[src/rtl/vga_timing_gen.sv]
// ---------------------------------------------------------------------------
// vga_timing_gen
//   Raster timing generator. It steps a (h_cnt, v_cnt) position once per
//   enabled pixel slot and drives registered sync, active-video and
//   pixel-fetch-request strobes. The request leads de by LOOKAHEAD slots, so a
//   pixel source with that many slots of latency lines up with de.
//
// Ports
//   clk          in   sole clock, rising edge
//   rst          in   synchronous active-high reset, has priority over en
//   en           in   pixel slot enable; low stalls the raster
//   hsync/vsync  out  sync strobes, asserted at HS_POL / VS_POL
//   de           out  active video
//   req          out  pixel fetch request, LOOKAHEAD slots ahead of de
//   req_col/row  out  coordinates of the requested pixel, 0 when req=0
//   line_start   out  one-clock pulse for the slot at h_cnt=0
//   frame_start  out  one-clock pulse for the slot at (0,0)
// ---------------------------------------------------------------------------
module vga_timing_gen #(
    parameter int H_SYNC    = 40,
    parameter int H_BP      = 220,
    parameter int H_ACTIVE  = 1280,
    parameter int H_FP      = 110,
    parameter int V_SYNC    = 5,
    parameter int V_BP      = 20,
    parameter int V_ACTIVE  = 720,
    parameter int V_FP      = 5,
    parameter bit HS_POL    = 1'b0,
    parameter bit VS_POL    = 1'b0,
    parameter int LOOKAHEAD = 2,
    parameter int CW        = 12
) (
    input  logic          clk,
    input  logic          rst,
    input  logic          en,
    output logic          hsync,
    output logic          vsync,
    output logic          de,
    output logic          req,
    output logic [CW-1:0] req_col,
    output logic [CW-1:0] req_row,
    output logic          line_start,
    output logic          frame_start
);

    localparam int HT    = H_SYNC + H_BP + H_ACTIVE + H_FP;
    localparam int VT    = V_SYNC + V_BP + V_ACTIVE + V_FP;
    localparam int H_DE0 = H_SYNC + H_BP;
    localparam int H_DE1 = H_DE0 + H_ACTIVE;
    localparam int V_DE0 = V_SYNC + V_BP;
    localparam int V_DE1 = V_DE0 + V_ACTIVE;

    if (LOOKAHEAD < 0 || LOOKAHEAD > H_DE0 || HT >= (1 << CW) || VT >= (1 << CW)) begin : g_bad_params
        $error("vga_timing_gen: illegal LOOKAHEAD or counter width too small");
    end

    logic [CW-1:0] h_q, h_d, v_q, v_d;
    logic          hsync_q, vsync_q, de_q, req_q, ls_q, fs_q;
    logic [CW-1:0] col_q, row_q;

    // Next-position and next-output values for the current slot
    logic          hsync_d, vsync_d, de_d, req_d, ls_d, fs_d, v_act;
    logic [CW-1:0] col_d, row_d;
    logic [CW:0]   hla;   // one extra bit so h+LOOKAHEAD never wraps into the window

    always_comb begin
        h_d = h_q;
        v_d = v_q;
        if (en) begin
            if (h_q == CW'(HT - 1)) begin
                h_d = '0;
                v_d = (v_q == CW'(VT - 1)) ? '0 : v_q + CW'(1);
            end else begin
                h_d = h_q + CW'(1);
            end
        end
    end

    always_comb begin
        hla     = {1'b0, h_q} + (CW+1)'(LOOKAHEAD);
        v_act   = (v_q >= CW'(V_DE0)) && (v_q < CW'(V_DE1));
        hsync_d = (h_q < CW'(H_SYNC)) ? HS_POL : ~HS_POL;
        vsync_d = (v_q < CW'(V_SYNC)) ? VS_POL : ~VS_POL;
        de_d    = v_act && (h_q >= CW'(H_DE0)) && (h_q < CW'(H_DE1));
        req_d   = v_act && (hla >= (CW+1)'(H_DE0)) && (hla < (CW+1)'(H_DE1));
        col_d   = req_d ? CW'(hla - (CW+1)'(H_DE0)) : '0;
        row_d   = req_d ? (v_q - CW'(V_DE0)) : '0;
        ls_d    = (h_q == '0);
        fs_d    = (h_q == '0) && (v_q == '0);
    end

    always_ff @(posedge clk) begin
        if (rst) begin
            h_q     <= '0;
            v_q     <= '0;
            hsync_q <= ~HS_POL;
            vsync_q <= ~VS_POL;
            de_q    <= 1'b0;
            req_q   <= 1'b0;
            col_q   <= '0;
            row_q   <= '0;
            ls_q    <= 1'b0;
            fs_q    <= 1'b0;
        end else begin
            h_q <= h_d;
            v_q <= v_d;
            if (en) begin
                hsync_q <= hsync_d;
                vsync_q <= vsync_d;
                de_q    <= de_d;
                req_q   <= req_d;
                col_q   <= col_d;
                row_q   <= row_d;
                ls_q    <= ls_d;
                fs_q    <= fs_d;
            end else begin
                // Levels hold through a stall; pulses must not repeat
                ls_q <= 1'b0;
                fs_q <= 1'b0;
            end
        end
    end

    assign hsync       = hsync_q;
    assign vsync       = vsync_q;
    assign de          = de_q;
    assign req         = req_q;
    assign req_col     = col_q;
    assign req_row     = row_q;
    assign line_start  = ls_q;
    assign frame_start = fs_q;

endmodule

[config.mk]
export PLATFORM = sky130hd
export DESIGN_NAME = vga_timing_gen
export DESIGN_NICKNAME = d
export VERILOG_FILES = /design/src/rtl/vga_timing_gen.sv
export SDC_FILE = /design/constraint.sdc
export NUM_CORES = 1
export LEC_CHECK = 0
export BUFFER_PORTS_ARGS = -buffer_cell sky130_fd_sc_hd__buf_2
export CAP_MARGIN = 25
export CORE_UTILIZATION = 45
export DETAILED_ROUTE_END_ITERATION = 8
export PLACE_DENSITY = 0.61
export SLEW_MARGIN = 20
export SYNTH_ARGS = -nofsm -noshare
export SYNTH_HDL_FRONTEND = slang
export SYNTH_SLANG_ARGS = --single-unit
[constraint.sdc]
create_clock -name clk -period 2.9 [get_ports clk]
set_input_delay 0.87 -clock clk [delete_from_list [all_inputs] [get_ports clk]]
set_output_delay 0.87 -clock clk [all_outputs]
set_load 0.05 [all_outputs]
* Word level (Yosys, flattened, before mapping)
Cells that the tools add are included.
** Word-level totals
- Output and inout port bits :: 30
- Memory bits (writable) :: 0
- Bits in latches :: 0
- Register bits after elaboration :: 54
- ROM bits :: 0
- Word-level logic and storage cells :: 42
- Memories kept :: 0
- Bits of input ports :: 3
** Operators by class
- Multiply operators :: 0
- Eq/ne operators :: 2
- Bitwise operators :: 1
- Shift-type cells :: 0
- Reductions and logical operators :: 10
- Add/subtract/negate cells :: 5
- Divide/modulo/power cells :: 0
- Multiplexer cells :: 6
- $lt $le $gt $ge :: 8
** Operators by type and width (count)
- 12-bit 2-to-1 mux :: 4
- 12-bit by 1-bit adder with 12-bit output (second input constant) :: 2
- 12-bit logical NOT :: 2
- 12-bit by 2-bit adder with 13-bit output (second input constant) :: 1
- 13-bit by 9-bit >= comparator with 1-bit output (second input constant) :: 1
- 13-bit by 11-bit < comparator with 1-bit output (second input constant) :: 1
- 12-bit by 10-bit == test with 1-bit output (second input constant) :: 1
- 12-bit by 11-bit == test with 1-bit output (second input constant) :: 1
- 12-bit by 5-bit >= comparator with 1-bit output (second input constant) :: 1
- 12-bit by 9-bit >= comparator with 1-bit output (second input constant) :: 1
- 12-bit by 10-bit < comparator with 1-bit output (second input constant) :: 1
- 12-bit by 11-bit < comparator with 1-bit output (second input constant) :: 1
- 12-bit by 3-bit < comparator with 1-bit output (second input constant) :: 1
- 12-bit by 6-bit < comparator with 1-bit output (second input constant) :: 1
- 12-bit by 5-bit subtractor with 12-bit output (second input constant) :: 1
- 12-bit by 9-bit subtractor with 12-bit output (second input constant) :: 1
- 1-bit logical AND :: 6
- 1-bit 2-to-1 mux :: 2
- 2-bit AND reduction :: 1
- 2-bit OR reduction :: 1
- 1-bit NOT :: 1

* Depth between registers and ports, before layout
- Depth in word-level cells :: 5
- Mapped depth :: 10
- Depth with buffers taken out :: 9

* Worst setup path after synthesis
No wires, ideal clock.
- Path kind :: register to register
- From :: reg h_q[1]
- To :: reg col_q[8] (netlist: req_col[8])
- Data required time :: 2816 ps
- Period minus slack after synthesis :: 2294 ps
- Buffers on the path :: 2
- Slack :: 606 ps
- Arrival time :: 2210 ps
- Library setup time :: 84 ps
- Cell stages (with the launch flop) :: 10
- Cell sequence :: dfxtp_1 > ha_1 > clkbuf_1 > nand3_1 > nor3_1 > mux2_2 > nor3_2 > o211ai_4 > buf_4 > o31ai_2
** Between the ends
- Cells in the longest elaborated chain, start to end :: 5
- Elaborated cells on any way between the ends :: 7
- Those cells by class :: 2 x add/sub; 2 x order compare; 1 x mux; 2 x reduce/logical
** RTL lines
- from (decl) :: line 57 : logic [CW-1:0] h_q, h_d, v_q, v_d;
- from (signal assigned) :: line 94 : h_q <= '0;
- from (signal assigned) :: line 105 : h_q <= h_d;
- 12-bit by 2-bit adder with 13-bit output * :: line 80 : hla = {1'b0, h_q} + (CW+1)'(LOOKAHEAD);
- 13-bit by 9-bit >= comparator with 1-bit output :: line 85 : req_d = v_act && (hla >= (CW+1)'(H_DE0)) && (hla < (CW+1)'(H_DE1));
- 1-bit logical AND (2 in a row) :: line 85
- 12-bit 2-to-1 mux * :: line 86 : col_d = req_d ? CW'(hla - (CW+1)'(H_DE0)) : '0;
- to (signal assigned) :: line 112 : col_q <= col_d;
- to (decl) :: line 59 : logic [CW-1:0] col_q, row_q;
Mark *: on every way between the ends. The rest lies on a longest branch, timed or not.
A chain may end at the register's enable or synchronous reset.

* Worst setup path in the final report
- From :: reg h_q[7]
- To :: reg col_q[7] (netlist: req_col[7])
Same word-level chain as after synthesis.

==> results.txt <==
----------------------------------------------------
[Clocking]
  Number of instances resized during post-cts repair ... 0
  Number of clock sinks seen by CTS ... 54
  Number of CTS-inserted buffers ... 5
  Deepest clock path buffer count ... 2
  CTS tree ... yes
  Hold Buf Count CTS ... 0
  H-tree depth ... 2
  Post-CTS Setup Repair Bufs ... 0
  Post-CTS clock slew at the launch and capture registers of the worst setup and hold paths ... ~0.11 ns
  Worst skew pair latency ... slightly above 0.3 ns
  Root Driver ... sky130_fd_sc_hd__clkbuf_8

[Cells and area]
  Fillers ... 654
  Sequential cell area ... roughly 1100 um2
  Core Util, Final ... 0.520
  Most common cell after layout, fill and taps aside ... sky130_fd_sc_hd__dfxtp_1
  Number of nets in the finished design ... about 420
  Share of final-layout standard cells stronger than drive strength 1 ... 0.177
  Antenna diode instance count ... 0
  Post-Layout Inst Area ... ~3500 um2
  Area added between synthesis and finish ... 11.9%
  Multi-input gate area ... between 1500 and 2000 um2
  Final cell count without fillers ... around 500
  Commonest cells after routing, fill and taps aside ... sky130_fd_sc_hd__dfxtp_1, sky130_fd_sc_hd__nor2_1, sky130_fd_sc_hd__nand3_1

[STA]
  Final Slew Violations ... 0
  Summed negative setup slack over all endpoints ... 0 ns
  Fin crit share ... 0.861
  Final Skew ... 0.00921 ns
  Final-layout worst hold slack ... 0.467 ns
  Unrepaired setup endpoints after global routing ... false
  Count of endpoints failing hold in the final timing report ... 0
  Number of setup violations in the final report ... 0
  Highest attainable clock frequency ... 400 MHz
  Max-Slew Margin vs Limit ... 0.663
  Final min period ... approximately 2.5 ns
  Actual transition at the worst max-transition pin ... approximately 0.5 ns

[Detailed routing]
  Starting DRT DRC Count ... approximately 220
  Total wire length after detailed routing ... around 7300 um
  Number of antenna-violating nets in the routed design ... 0
  Number of vias in the routed layout ... between 2000 and 3000
  Via density ... 5.41
  Residual DRC count ... 0
  Average wire per cell in the routed design ... roughly 15 um
  DR pass1 iterations ... 4

[GRT]
  Vias in the first global route ... around 2500
  First-pass GRT wire length ... about 13000 um
  Total routing usage reported by global routing ... 0.217
  Antenna violations before repair ... 0
  Sum of overflow across all layers after global routing ... 0
  Largest net degree at the start of global routing ... 35

[Setup path]
  Startpoint type of the worst setup path ... flip-flop
  Cell-by-cell listing of the critical path ... nand2_1, nor3_1, mux2_2, nor3_2, o211ai_4, buf_12, o31ai_1
  Max incr delay on CP ... ~0.6 ns
  Crit path arrival time ... ~2.7 ns
  Critical path class ... flip-flop to flip-flop
  Buffers and inverters on the worst path ... 1
  Start point of the critical path ... h_q[7]
  Sort of element at the end of the critical path ... flip-flop
  Top delay family on crit path ... simple AND/OR/NAND/NOR gates
  Reg2reg start ... h_q[7]
  Reg-to-reg setup timing slack ... ~0.4 ns
  Required time of the worst setup path ... 3.13 ns
  Slowest stage cell, crit path ... sky130_fd_sc_hd__dfxtp_1
  Highest fanout seen on the critical path ... 19

[Run status]
  Result of the run ... complete, no violations

[Synth]
  Flip-flop and latch count after synthesis ... between 50 and 60
  Gate count after technology mapping ... 381
  Post-synth ARST share ... 0
  Number of synthesized flops with an enable pin ... 0
  Cell area after synthesis ... 3150 um2
  Net count after synthesis ... between 300 and 400
  Warnings, synthesis ... 0
  Proportion of synthesized chip area in sequential cells ... 0.343
  Prevailing post-synth register cell ... sky130_fd_sc_hd__dfxtp_1
  Average cell area after synthesis ... between 8 and 9 um2
  Count of unique library cells instantiated by Yosys ... between 50 and 60

[Pwr]
  Max rail drop VDD ... 0.183 mV
  Combinational share of power ... 0.081
  Sequential fraction of design power ... 0.538
  Power per cell area ... approximately 400 nW/um2
  Leakage Power ... 1.36 nW
  Total internal power ... about 0.0010 W
  Sw Ratio ... 0.251
  Power dissipated by switching net loads ... roughly 0.00035 W
  Clk network pwr share ... 0.381

[Die]
  Top-level I/O count ... 33
  Die W ... between 80 and 90 um
  Core Rows ... 30
  Die H ... around 86 um
  Std-Cell Core Area ... between 6000 and 7000 um2
  Floorplan die area ... between 7000 and 8000 um2
  Starting density of the core ... 0.464

[Worst hold path]
  Min-Delay Path Class ... flip-flop to flip-flop
  Hold wc startpoint ... req

[Place]
  I/O Buffers ... 32
  Weighted congestion reported at the end of routability-driven placement ... approximately 0.9
  Placement-stage cell area ... 3410 um2
  Post-placement cell count ... 494
  Post-detailed-placement half-perimeter wirelength ... about 5300 um

[Job]
  Maxcap violations ... 0

----------------------------------------------------
final cells by class:
type | count | area share
Inverter | 13 | 0.0138
Clock buffer | 5 | 0.0195
Clock inverter | 3 | 0.0135
Multi-Input combinational cell | 283 | 0.530
Timing Repair Buffer | 48 | 0.0829
Sequential cell | 54 | 0.306
Tap cell | 96 | 0.0340
sequential cells by signal, summed over array words and instances (netlist names):
| signal | cells |
|---|---|
| req_row | 12 |
| req_col | 12 |
| hsync | 1 |
| v_q | 12 |
| req | 1 |
| h_q | 12 |
| de | 1 |
| line_start | 1 |
| vsync | 1 |
| frame_start | 1 |
final timing paths:
| check | to | cells after the start |
|---|---|---|
| setup reg to reg | req_col[7] | 7 |
| hold reg to reg | req | 2 |
| hold / removal | req | 2 |
| setup / recovery | req_col[7] | 7 |
stage by stage:
| step | worst slack (ns) | total power (W) |
|---|---|---|
| floorplan | 0.606 | 0.000855 |
| global placement | 0.462 | 0.000884 |
| detailed placement | 0.439 | 0.000884 |
| CTS | 0.402 | 0.00142 |
| global route | 0.115 | 0.00146 |
| finish | 0.402 | 0.00140 |
routing by layer:
metal / global-route usage / up-vias / part of all wire
met5: 0 / - / 0
met4: 0.0621 / 0 / 0.013
met3: 0.0356 / 9 / 0.050
met2: 0.335 / 80 / 0.44
met1: 0.314 / 1242 / 0.50
li1: - / 1384 / -
cells by family after synthesis:
group,count (synthesis),synth area share
buffers and inverters,44,0.0643
muxes,2,0.00674
xor gates and xnor gates,46,0.130
and+or+nand+nor,163,0.269
DFF,54,0.343
adders and majority gates,10,0.0397
AOI/OAI and AO/OA,62,0.147
power by group through the flow:
| stage | Sequential (W) | Clock (W) | Combinational (W) |
|---|---|---|---|
| final | 0.000753 | 0.000534 | 0.000114 |
| after global placement | 0.000770 | 0 | 0.000113 |
| after CTS | 0.000753 | 0.000548 | 0.000115 |
| after global routing | 0.000755 | 0.000580 | 0.000127 |
| after floorplan | 0.000785 | 0 | 0.0000700 |
| after detailed placement | 0.000770 | 0 | 0.000114 |
worst register-to-register path, stage by stage (launching register included):
cell                       delay, ns
sky130_fd_sc_hd__dfxtp_1        0.61
sky130_fd_sc_hd__nand2_1        0.23
sky130_fd_sc_hd__nor3_1         0.39
sky130_fd_sc_hd__mux2_2         0.39
sky130_fd_sc_hd__nor3_2         0.18
sky130_fd_sc_hd__o211ai_4       0.18
sky130_fd_sc_hd__buf_12         0.20
sky130_fd_sc_hd__o31ai_1        0.23
Yosys cell counts, types with 2 or more instances:
cell type | instances | area, um2
sky130_fd_sc_hd__a21oi_1 | 10 | 50.1
sky130_fd_sc_hd__nand2_1 | 21 | 78.8
sky130_fd_sc_hd__nor3_1 | 9 | 45.0
sky130_fd_sc_hd__dfxtp_1 | 54 | 1080
sky130_fd_sc_hd__o31ai_2 | 3 | 37.5
sky130_fd_sc_hd__xor2_1 | 11 | 96.3
sky130_fd_sc_hd__or3_1 | 3 | 18.8
sky130_fd_sc_hd__buf_6 | 3 | 33.8
sky130_fd_sc_hd__and3_1 | 8 | 50.1
sky130_fd_sc_hd__o31ai_1 | 20 | 150
sky130_fd_sc_hd__and4_1 | 2 | 17.5
sky130_fd_sc_hd__buf_2 | 6 | 30.0
sky130_fd_sc_hd__and2_1 | 2 | 12.5
sky130_fd_sc_hd__clkbuf_1 | 19 | 71.3
sky130_fd_sc_hd__buf_4 | 2 | 15.0
sky130_fd_sc_hd__nand3_1 | 42 | 210
sky130_fd_sc_hd__nand4_1 | 6 | 37.5
sky130_fd_sc_hd__xnor2_1 | 34 | 298
sky130_fd_sc_hd__nor4_1 | 5 | 31.3
sky130_fd_sc_hd__o21ai_0 | 11 | 55.1
sky130_fd_sc_hd__ha_1 | 10 | 125
sky130_fd_sc_hd__inv_1 | 12 | 45.0
sky130_fd_sc_hd__nand2b_1 | 6 | 37.5
sky130_fd_sc_hd__o22ai_1 | 3 | 18.8
sky130_fd_sc_hd__nor2b_1 | 4 | 25.0
sky130_fd_sc_hd__nor2_1 | 43 | 161
(Power assumes the default switching activity.)
